--- config.mk ---
export PLATFORM = sky130hd
export DESIGN_NAME = secret_code_gen
export DESIGN_NICKNAME = d
export VERILOG_FILES = /design/src/rtl/mastermind_pkg.sv /design/src/rtl/lfsr16.sv /design/src/rtl/secret_code_gen.sv
export SDC_FILE = /design/constraint.sdc
export NUM_CORES = 1
export LEC_CHECK = 0
export ABC_CLOCK_PERIOD_IN_PS = 4520
export BUFFER_PORTS_ARGS = -buffer_cell sky130_fd_sc_hd__buf_4
export CORE_MARGIN = 1
export CORE_UTILIZATION = 45
export CTS_CLUSTER_DIAMETER = 150
export DETAILED_ROUTE_END_ITERATION = 7
export SKIP_CTS_REPAIR_TIMING = 1
export SKIP_LAST_GASP = 1
export SLEW_MARGIN = 10
export SYNTH_ARGS = -nofsm -noshare
export SYNTH_HDL_FRONTEND = slang
export SYNTH_SLANG_ARGS = --single-unit
--- constraint.sdc ---
create_clock -name clk -period 4.52 [get_ports clk]
set_clock_uncertainty 0.1 [all_clocks]
set_input_delay 0 -clock clk [delete_from_list [all_inputs] [get_ports clk]]
set_output_delay 0 -clock clk [all_outputs]
set_load 0.05 [all_outputs]
--- src/rtl/mastermind_pkg.sv ---
// Shared widths, colour/state enums and the LFSR step function for the code generator.
// Pure declarations; no clocked logic.
package mastermind_pkg;

    localparam int COLOR_W   = 3;
    localparam int NUM_SLOTS = 4;
    localparam int SLOT_W    = $clog2(NUM_SLOTS);
    localparam int LFSR_W    = 16;

    typedef enum logic [COLOR_W-1:0] {
        RED    = 3'd0,
        GREEN  = 3'd1,
        BLUE   = 3'd2,
        YELLOW = 3'd3,
        ORANGE = 3'd4,
        PURPLE = 3'd5,
        BLACK  = 3'd6,
        WHITE  = 3'd7
    } color_e;

    typedef enum logic {
        DRAW  = 1'b0,
        VALID = 1'b1
    } state_e;

    // Galois right-shift step; stir lands in bit 0 and the all-zero lock-up state
    // is replaced by the seed.
    function automatic logic [LFSR_W-1:0] lfsr_next(
        input logic [LFSR_W-1:0] cur,
        input logic              stir,
        input logic [LFSR_W-1:0] taps,
        input logic [LFSR_W-1:0] seed
    );
        logic [LFSR_W-1:0] nxt;
        nxt    = (cur >> 1) ^ (cur[0] ? taps : '0);
        nxt[0] = nxt[0] ^ stir;
        return (nxt == '0) ? seed : nxt;
    endfunction

endpackage

--- src/rtl/lfsr16.sv ---
// Free-running 16-bit Galois LFSR with stir input and zero guard.
// State advances every cycle; reset loads SEED.
module lfsr16
    import mastermind_pkg::*;
#(
    parameter logic [LFSR_W-1:0] SEED = 16'hACE1,
    parameter logic [LFSR_W-1:0] TAPS = 16'hB400
) (
    input  logic              clk,
    input  logic              reset_n,
    input  logic              stir,
    output logic [LFSR_W-1:0] state
);

    if (SEED == '0) begin : g_seed_err
        $error("lfsr16: SEED must be nonzero");
    end

    logic [LFSR_W-1:0] lfsr_q;
    logic [LFSR_W-1:0] lfsr_d;

    always_comb begin
        lfsr_d = lfsr_next(lfsr_q, stir, TAPS, SEED);
    end

    always_ff @(posedge clk) begin
        if (!reset_n) begin
            lfsr_q <= SEED;
        end else begin
            lfsr_q <= lfsr_d;
        end
    end

    assign state = lfsr_q;

endmodule

--- src/rtl/secret_code_gen.sv ---
// Draws a 4-slot secret code from the LFSR, one candidate per cycle, rejecting
// out-of-range and (optionally) duplicate colours; holds the code until new_game.
module secret_code_gen
    import mastermind_pkg::*;
#(
    parameter int                NUM_COLORS    = 6,
    parameter bit                ALLOW_REPEATS = 1'b0,
    parameter logic [LFSR_W-1:0] SEED          = 16'hACE1,
    parameter logic [LFSR_W-1:0] TAPS          = 16'hB400
) (
    input  logic               clk,
    input  logic               reset_n,
    input  logic               new_game,
    input  logic               stir,
    output logic [COLOR_W-1:0] code0,
    output logic [COLOR_W-1:0] code1,
    output logic [COLOR_W-1:0] code2,
    output logic [COLOR_W-1:0] code3,
    output logic               code_valid,
    output logic               busy
);

    if (NUM_COLORS > 8 || NUM_COLORS < 1) begin : g_colors_err
        $error("secret_code_gen: NUM_COLORS must be 1..8");
    end
    if (!ALLOW_REPEATS && NUM_COLORS < NUM_SLOTS) begin : g_unique_err
        $error("secret_code_gen: too few colours for a code without repeats");
    end

    logic [LFSR_W-1:0]  lfsr_w;
    logic [COLOR_W-1:0] cand;
    logic               cand_in_range;
    logic               cand_dup;
    logic               accept;

    state_e             state_q;
    state_e             state_d;
    logic [SLOT_W-1:0]  slot_q;
    logic [SLOT_W-1:0]  slot_d;
    logic [COLOR_W-1:0] code_q [NUM_SLOTS];
    logic [COLOR_W-1:0] code_d [NUM_SLOTS];

    lfsr16 #(
        .SEED (SEED),
        .TAPS (TAPS)
    ) u_lfsr (
        .clk     (clk),
        .reset_n (reset_n),
        .stir    (stir),
        .state   (lfsr_w)
    );

    // Candidate is taken from the pre-update LFSR value.
    assign cand          = lfsr_w[COLOR_W-1:0];
    assign cand_in_range = (32'(cand) < NUM_COLORS);

    // Only slots below the current slot count; stale codes from an aborted draw
    // never block a candidate.
    always_comb begin
        cand_dup = 1'b0;
        for (int i = 0; i < NUM_SLOTS - 1; i++) begin
            if ((slot_q > SLOT_W'(i)) && (code_q[i] == cand)) begin
                cand_dup = 1'b1;
            end
        end
    end

    assign accept = (state_q == DRAW) && !new_game && cand_in_range
                    && (ALLOW_REPEATS || !cand_dup);

    always_ff @(posedge clk) begin
        if (!reset_n) begin
            state_q <= DRAW;
        end else begin
            state_q <= state_d;
        end
    end

    always_comb begin
        state_d = state_q;
        case (state_q)
            DRAW: begin
                if (accept && (slot_q == SLOT_W'(NUM_SLOTS - 1))) begin
                    state_d = VALID;
                end
            end
            VALID: begin
                if (new_game) begin
                    state_d = DRAW;
                end
            end
            default: state_d = DRAW;
        endcase
    end

    always_comb begin
        code_valid = (state_q == VALID);
        busy       = (state_q == DRAW);
    end

    // Slot wraps to 0 on the final accept, so VALID is always entered at slot 0.
    always_comb begin
        slot_d = slot_q;
        for (int i = 0; i < NUM_SLOTS; i++) begin
            code_d[i] = code_q[i];
        end
        if (new_game) begin
            slot_d = '0;
        end else if (accept) begin
            code_d[slot_q] = cand;
            slot_d         = slot_q + 1'b1;
        end
    end

    always_ff @(posedge clk) begin
        if (!reset_n) begin
            slot_q <= '0;
            for (int i = 0; i < NUM_SLOTS; i++) begin
                code_q[i] <= '0;
            end
        end else begin
            slot_q <= slot_d;
            for (int i = 0; i < NUM_SLOTS; i++) begin
                code_q[i] <= code_d[i];
            end
        end
    end

    assign code0 = code_q[0];
    assign code1 = code_q[1];
    assign code2 = code_q[2];
    assign code3 = code_q[3];

endmodule
# Yosys cells after proc, flatten, opt, wreduce, memory -nomap -nowiden
# Memory sizes are Yosys's and may differ from the RTL's.
# Index checks and enable logic that the tools add are counted.
dict set report op_classes {
  muxes 18
  n_bitwise 9
  n_eq_ne 4
  addsub 1
  reduce_logical 13
  order_cmp 6
}
# operator n
set op_table {}
lappend op_table {{$mux 12} 2}
lappend op_table {{$logic_not 16->1} 1}
lappend op_table {{$mux 16} 1}
lappend op_table {{$xor 15x16->16} 1}
lappend op_table {{$mux 3} 5}
lappend op_table {{$bwmux 12} 1}
lappend op_table {{$eq 3x3->1} 3}
lappend op_table {{$logic_and 1x1->1} 8}
lappend op_table {{$mux 1} 7}
lappend op_table {{$demux 3 s2} 1}
lappend op_table {{$gt 2x1->1 const B} 2}
lappend op_table {{$or 1x1->1} 4}
lappend op_table {{$reduce_or 2->1} 2}
lappend op_table {{$ge 3x3->1 const B} 1}
lappend op_table {{$lt 3x1->1 const B} 1}
lappend op_table {{$lt 3x3->1 const B} 1}
lappend op_table {{$not 2->3} 1}
lappend op_table {{$add 2x1->2 const B} 1}
lappend op_table {{$eq 2x2->1 const B} 1}
lappend op_table {{$gt 2x2->1 const B} 1}
lappend op_table {{$logic_not 1->1} 2}
lappend op_table {{$not 1->1} 2}
lappend op_table {{$pmux 1 s2} 1}
lappend op_table {{$xor 1x1->1} 1}
dict set report word_totals {
  word_cells 55
  out_inout_bits 14
  memories 1
  mem_bits_rw 12
  reg_bits 19
}
# name words word_bits read_ports rd_ports_with_merged_regs wr line
set mem_list {}
lappend mem_list {code_q 4 3 4 0 4 secret_code_gen.sv:40} ;# logic [COLOR_W-1:0] code_q [NUM_SLOTS];

# Longest topological paths before layout
# Gate-level depths: netlist (run 1).
dict set report depth {
  word_depth 10
  mapped_depth 7
  ltp_nobuf 6
}

# Modules after synthesis
# Synthesis (run 1) repeated with hierarchy kept, for this count alone.
dict set report hier_totals {
  hier_cells 134
  area_unflattened_um2 1393.8
}
# module seq_area_each_um2 area_per_inst_um2 n_inst cells_each
set modules_own_cells {}
lappend modules_own_cells {secret_code_gen 300.3 805.8 1 83}
lappend modules_own_cells {lfsr16 320.3 588.1 1 51}

# Worst setup path before layout (run 1)
# Ideal clock, no wire load.
dict set report synth_timing {
  path_kind {reg2reg}
  from {memory code_q[0][2]}
  to {memory code_q[3][0]}
  t_required_ns 4.348
  n_path_buf 0
  arrival_time_ns 1.654
  stages_incl_launch_ff 5
  path_slack_ns 2.694
  setup_time_ns 0.072
  path_cell_list {dfxtp_1 > xor2_1 > or4_4 > nand4_2 > mux2i_1}
}
# element line
set synth_lines {}
lappend synth_lines {{start, declared} secret_code_gen.sv:40}

# Worst setup path in the final report (run 1)
dict set report layout_timing {
  from {register slot_q[0]}
  to {register state_q (netlist: code_valid)}
}
dict set report layout_via {
  elab_chain_len 10
  elab_cells_between_ends 15
  classes_between {3 x order compare; 1 x eq/ne; 5 x mux; 6 x reduce/logical}
}
# element line
set layout_rtl {}
lappend layout_rtl {{start, declared} secret_code_gen.sv:38} ;# logic [SLOT_W-1:0] slot_q;
lappend layout_rtl {{start signal, assigned} secret_code_gen.sv:122} ;# slot_q <= slot_d;
lappend layout_rtl {{$gt 2x1->1} secret_code_gen.sv:62} ;# if ((slot_q > SLOT_W'(i)) && (code_q[i] == cand)) begin
lappend layout_rtl {{$logic_and 1x1->1} secret_code_gen.sv:62}
lappend layout_rtl {{$mux 1 (3 in a row)} secret_code_gen.sv:62}
lappend layout_rtl {{$logic_not 1->1} secret_code_gen.sv:69} ;# && (ALLOW_REPEATS || !cand_dup);
lappend layout_rtl {{$logic_and 1x1->1} secret_code_gen.sv:69}
lappend layout_rtl {{$logic_and 1x1->1 *} secret_code_gen.sv:83} ;# if (accept && (slot_q == SLOT_W'(NUM_SLOTS - 1))) begin
lappend layout_rtl {{$mux 1 *} secret_code_gen.sv:83}
lappend layout_rtl {{$pmux 1 s2 *} secret_code_gen.sv:81} ;# case (state_q)
lappend layout_rtl {{end signal, assigned} secret_code_gen.sv:75} ;# state_q <= state_d;
lappend layout_rtl {{end, declared} secret_code_gen.sv:36} ;# state_e state_q;
# Every way passes the cells marked *; elsewhere a longest branch is shown, timed or not.
# A chain may end at the register's enable or synchronous reset.

==> flow_metrics.env, run 1 <==
export IMPL_fin_ws_ns=2.12
export IMPL_routedWlPerCell_um=13.4
export IMPL_drive_gt1_share_pct=23.8
export IMPL_synth_top_cells_by_area="dfxtp_1 (47%), mux2i_1 (11%), nand2_1 (6.0%), xnor2_1 (6.0%), ha_1 (4.8%)"
export IMPL_overflow=0
export IMPL_vias=908
export IMPL_pre_cts_ws_ns=2.58
export IMPL_first_pass_iters=4
export IMPL_drv_slew=0
export IMPL_syn_avg_cell_area_um2=10.1
export IMPL_synth_top_area_cell="dfxtp_1"
export IMPL_area_growth_syn_to_layout_pct=19.1
export IMPL_cts_buffer_depth=2
export IMPL_yosys_area_share_simple_pct=20.8
export IMPL_synth_xor_area_share_pct=8.65
export IMPL_fin_crit_sh_pct=53.1
export IMPL_synth_top_family_by_area="simple AND/OR/NAND/NOR gates"
export IMPL_dieHeight_um=56.1
export IMPL_final_antenna_net_count=0
export IMPL_ys_types=26
export IMPL_finalHoldViolCount=0
export IMPL_row_count=19
export IMPL_io_buffers=17
export IMPL_vias_per_cell=4.99
export IMPL_seq_area_frac_synth_pct=47.1
export IMPL_ys_async_sr_fraction_pct=0
export IMPL_numCtsBuffers=5
export IMPL_finalSetupViolations=0
export IMPL_finalCriticalPeriod_ns=2.40
export IMPL_cts_sinks=31
export IMPL_ys_ff_latch=31
export IMPL_leakage_uw=0.000722
export IMPL_critPathArrivalTime_ns=2.52
export IMPL_antenna_found_initial=0
export IMPL_crit_family="simple AND/OR/NAND/NOR gates"
export IMPL_fmax_mhz=416
export IMPL_critPathBufInv=2
export IMPL_insertedDiodeCount=0
export IMPL_dieWidth_um=56.1
export IMPL_clk_pin_slew_worst_paths_ns=0.10
export IMPL_total_power_uw=572
export IMPL_dieArea_um2=3150
export IMPL_seq_area_um2=621
export IMPL_grt_pass1_wl_um=3880
export IMPL_synthAdderAreaFrac_pct=4.75
export IMPL_tightest_slew_ns=0.906
export IMPL_rsz0062_at_grt="false"
export IMPL_tritoncts="yes"
export IMPL_multiInputGateArea_um2=642
export IMPL_start_util_pct=47.7
export IMPL_h_tree_depth=2
export IMPL_drcViolationCount=0
export IMPL_synth_edf_count=0
export IMPL_crit_fanout=5
export IMPL_nFillCells=252
export IMPL_coreArea_um2=2760
export IMPL_critPathMaxStageDelay_ns=0.57
export IMPL_synthCells=130
export IMPL_criticalPathCategory="reg -> reg"
export IMPL_cp_cell_sequence="inv_1 > ha_1 > or4_4 > nand4_2 > a21boi_0 > dlygate4sd3_1"
export IMPL_synth_nets=139
export IMPL_syn_area_um2=1320
export IMPL_critPathLaunchType="flop"
export IMPL_synth_mux_area_share_pct=10.6
export IMPL_whs_ns=0.0209
export IMPL_layout_commonest_cell="dfxtp_1"
export IMPL_yosys_warnings=0
export IMPL_critPathSlowestCell="or4_4"
export IMPL_place_gp_congestion=0.801
export IMPL_synth_top_cell_area_share_pct=47.1
export IMPL_ios=18
export IMPL_drtIter0Drc=25
export IMPL_grt_pass1_vias=812
export IMPL_final_cell_mix="dfxtp_1 (31), nand2_1 (21), buf_4 (17), mux2i_1 (14), xnor2_1 (9)"
export IMPL_synth_compound_area_share_pct=3.90
export IMPL_clock_latency_ns=0.33
export IMPL_fin_nets=159
export IMPL_routed_wl_um=2440
export IMPL_tns_ns=0
export IMPL_grt_use_total_pct=17.1
export IMPL_cellPowerDensity_nw_per_um2=365
export IMPL_peakVddDrop_v=0.000255
export IMPL_critPathRequiredTime_ns=4.64
export IMPL_root_buffer="clkbuf_4"
export IMPL_end_kind="flop"
export IMPL_max_slew_margin_pct=39.1
export IMPL_synthFlopType="dfxtp_1"
export IMPL_outcome="finished, final reports clean"
export IMPL_drv_cap=0
export IMPL_dp_hpwl_um=1740
export IMPL_holdCritPathClass="in -> reg"
export IMPL_grt_max_degree=23
-- worst reg2reg max path, cell delays in order (launching register included) --
cell and delay [ns]:
dfxtp_1 0.42, inv_1 0.10, ha_1 0.22, or4_4 0.58, nand4_2 0.21, a21boi_0 0.11
dlygate4sd3_1 0.56
-- state kept, by name, summed over array words and instances, names as in the netlist --
signal / count
u_lfsr.state: 16
code_valid: 1
slot_q: 2
code_q: 12
-- power breakdown --
part / switching (µW) / total (µW) / leakage (µW) / internal, µW
Combinational: 26.6 / 48.9 / 0.000420 / 22.3
Sequential: 10.9 / 296 / 0.000255 / 285
Clock: 96.3 / 227 / 0.0000482 / 131
Total: 134 / 572 / 0.000722 / 438
-- metrics by stage --
step	util [%]	instances	area [µm²]
5_1_grt	56.9	182	1570
6_report	56.9	182	1570
2_1_floorplan	-	130	1320
3_5_place_dp	52.6	171	1450
4_1_cts	55.8	179	1540
3_3_place_gp	52.6	171	1450
-- logic make-up (layout without fill, tap and decap cells) --
kind of cell,count (synthesis),in the layout
XOR/XNOR,13,13
AND/OR/NAND/NOR,50,50
flip-flops,31,31
adder cells (fa/ha/maj),5,5
AO/OA/AOI/OAI,4,4
buffers and inverters,13,34
multiplexers,14,14
-- synth_stat cells (all sizes together), types with 2 or more instances --
| master | n |
|---|---|
| or2 | 6 |
| nand2 | 21 |
| mux2i | 14 |
| xor2 | 4 |
| clkbuf | 2 |
| nor2b | 2 |
| nand4 | 4 |
| and2 | 4 |
| nor4 | 3 |
| nor2 | 3 |
| dfxtp | 31 |
| ha | 5 |
| buf | 5 |
| xnor2 | 9 |
| inv | 6 |
| nand2b | 3 |
-- final cells by class --
| cell class | count | area share [%] |
|---|---|---|
| Tap cell | 31 | 2.47 |
| Multi-Input combinational cell | 86 | 40.9 |
| Timing Repair Buffer | 20 | 10.1 |
| Clock buffer | 6 | 3.27 |
| Clock inverter | 2 | 2.23 |
| Inverter | 6 | 1.44 |
| Sequential cell | 31 | 39.6 |
-- layer usage --
layer / track usage (%) / up-vias / share of wire [%]
li1: - / 464 / -
met1: 21.2 / 423 / 49
met2: 25.3 / 16 / 46
met3: 7.21 / 5 / 3.0
met4: 8.36 / 0 / 1.5
met5: 0 / - / 0
-- path summary, 6_finish.rpt --
path,startpoint,end,slack (ns),cells after the start
worst min-delay path,stir,u_lfsr.state[0]$_SDFF_PP1_,0.02,3
worst min register to register,u_lfsr.state[10]$_SDFF_PP1_,u_lfsr.state[9]$_SDFF_PP0_,0.33,2
worst max register to register,slot_q[0]$_SDFFE_PP0P_,code_valid$_SDFF_PN0_,2.12,6
worst max-delay path,slot_q[0]$_SDFFE_PP0P_,code_valid$_SDFF_PN0_,2.12,6
(Power assumes the default switching activity.)
==> inputs of run 2 (changes only) <==
- ABC_CLOCK_PERIOD_IN_PS: 4520 -> 2450
- clock period: 4.52 -> 2.45 ns (I/O delays scaled with it)
==> flow_metrics.env, run 2 (synthesis gave the netlist of run 1 again) <==
export IMPL_outcome="finished, final reports clean"
export IMPL_coreArea_um2=2760
export IMPL_io_buffers=17
export IMPL_dieHeight_um=56.1
export IMPL_dpl_cell_area_um2=1460
export IMPL_vias=920
export IMPL_routed_wl_um=2600
export IMPL_critPathSlowestCell="or4_4"
export IMPL_clock_latency_ns=0.33
export IMPL_h_tree_depth=2
export IMPL_fin_crit_sh_pct=77.8
export IMPL_rsz0062_at_grt="false"
export IMPL_fmax_mhz=524
export IMPL_dieWidth_um=56.1
export IMPL_drcViolationCount=0
export IMPL_holdCritPathClass="reg -> reg"
export IMPL_largest_reg_flops=16
export IMPL_drv_cap=0
export IMPL_critPathMaxStageDelay_ns=0.58
export IMPL_end_kind="flop"
export IMPL_vias_per_cell=5.03
export IMPL_crit_fanout=5
export IMPL_critPathLaunchType="flop"
export IMPL_tns_ns=0
export IMPL_cts_sinks=31
export IMPL_ios=18
export IMPL_area_growth_syn_to_layout_pct=19.3
export IMPL_routed_top_layer="met4"
export IMPL_clk_pin_slew_worst_paths_ns=0.11
export IMPL_drive_gt1_share_pct=24.3
export IMPL_dp_hpwl_um=1880
export IMPL_insertedDiodeCount=0
export IMPL_leakage_uw=0.000721
export IMPL_grt_pass1_vias=945
export IMPL_nFillCells=243
export IMPL_drv_slew=0
export IMPL_cp_cell_sequence="inv_1 > ha_1 > or4_4 > nand4_2 > mux2i_1"
export IMPL_cts_buffer_depth=2
export IMPL_wl_met3_um=92
export IMPL_tritoncts="yes"
export IMPL_design_area_um2=1570
export IMPL_wl_met1_um=1160
export IMPL_dieArea_um2=3150
export IMPL_root_buffer="clkbuf_4"
export IMPL_first_pass_iters=3
export IMPL_grt_pass1_wl_um=4290
export IMPL_max_slew_margin_pct=69.7
export IMPL_numCtsBuffers=5
export IMPL_final_antenna_net_count=0
export IMPL_grt_use_total_pct=18.3
export IMPL_layout_commonest_cell="dfxtp_1"
export IMPL_finalHoldViolCount=0
export IMPL_final_cell_mix="dfxtp_1 (31), nand2_1 (21), buf_4 (18), mux2i_1 (14), xnor2_1 (9)"
export IMPL_criticalPathCategory="reg -> reg"
export IMPL_antenna_found_initial=0
export IMPL_fin_nets=160
export IMPL_dr_wl_met2_um=1250
export IMPL_routedWlPerCell_um=14.2
export IMPL_tightest_slew_ns=0.454
export IMPL_place_gp_congestion=0.815
export IMPL_critPathRequiredTime_ns=2.61
export IMPL_finalCriticalPeriod_ns=1.91
export IMPL_peakVddDrop_v=0.000830
export IMPL_grt_max_degree=23
export IMPL_start_util_pct=47.7
export IMPL_overflow=0
export IMPL_total_power_uw=1040
export IMPL_drtIter0Drc=5
export IMPL_cellPowerDensity_nw_per_um2=665
export IMPL_row_count=19
export IMPL_critPathArrivalTime_ns=2.07
export IMPL_finalSetupViolations=0
-- run 2: layout make-up --
class                           instances  area, µm²  share of cell area [%]
Timing Repair Buffer                   21        165                    10.5
Sequential cell                        31        621                    39.5
Inverter                                6       22.5                    1.43
Multi-Input combinational cell         86        642                    40.9
Tap cell                               31       38.8                    2.47
Clock buffer                            5       37.5                    2.39
Clock inverter                          3       43.8                    2.79
-- run 2: path summary, 6_finish.rpt --
check | from | to | slack (ns) | depth (start not counted)
worst max-delay path | slot_q[0]$_SDFFE_PP0P_ | code_q[3][1]$_SDFFE_PN0P_ | 0.54 | 5
worst min-delay path | u_lfsr.state[10]$_SDFF_PP1_ | u_lfsr.state[9]$_SDFF_PP0_ | 0.34 | 2
worst max register to register | slot_q[0]$_SDFFE_PP0P_ | code_q[3][1]$_SDFFE_PN0P_ | 0.54 | 5
worst min register to register | u_lfsr.state[10]$_SDFF_PP1_ | u_lfsr.state[9]$_SDFF_PP0_ | 0.34 | 2
-- run 2: stage by stage --
stage	util, %	hold WS, ns	std cells	worst slack, ns
after global placement	52.9	0.203	172	0.594
after global routing	56.9	0.367	183	0.424
after floorplan	-	0.0724	130	0.624
after detailed placement	52.9	0.200	172	0.546
after CTS	55.9	-0.155	180	0.523
final	56.9	0.343	183	0.543
-- run 2: where the power goes --
part,internal [µW],switching [µW]
Sequential,527,20.6
Combinational,43.2,50.2
Clock,215,189
Total,784,259
-- run 2: per-layer routing --
metal / vias to the layer above / GRT usage (%)
met1: 417 / 20.1
met5: - / 0
li1: 468 / -
met2: 23 / 30.3
met4: 0 / 11.8
met3: 12 / 5.58
-- run 2: worst max-delay path, delay by kind of cell (launching register included) --
family	cells	cell delay, ns
multiplexers	1	0.21
AND/OR/NAND/NOR	2	0.78
buffers and inverters	1	0.10
flip-flops	1	0.42
adder cells (fa/ha/maj)	1	0.23
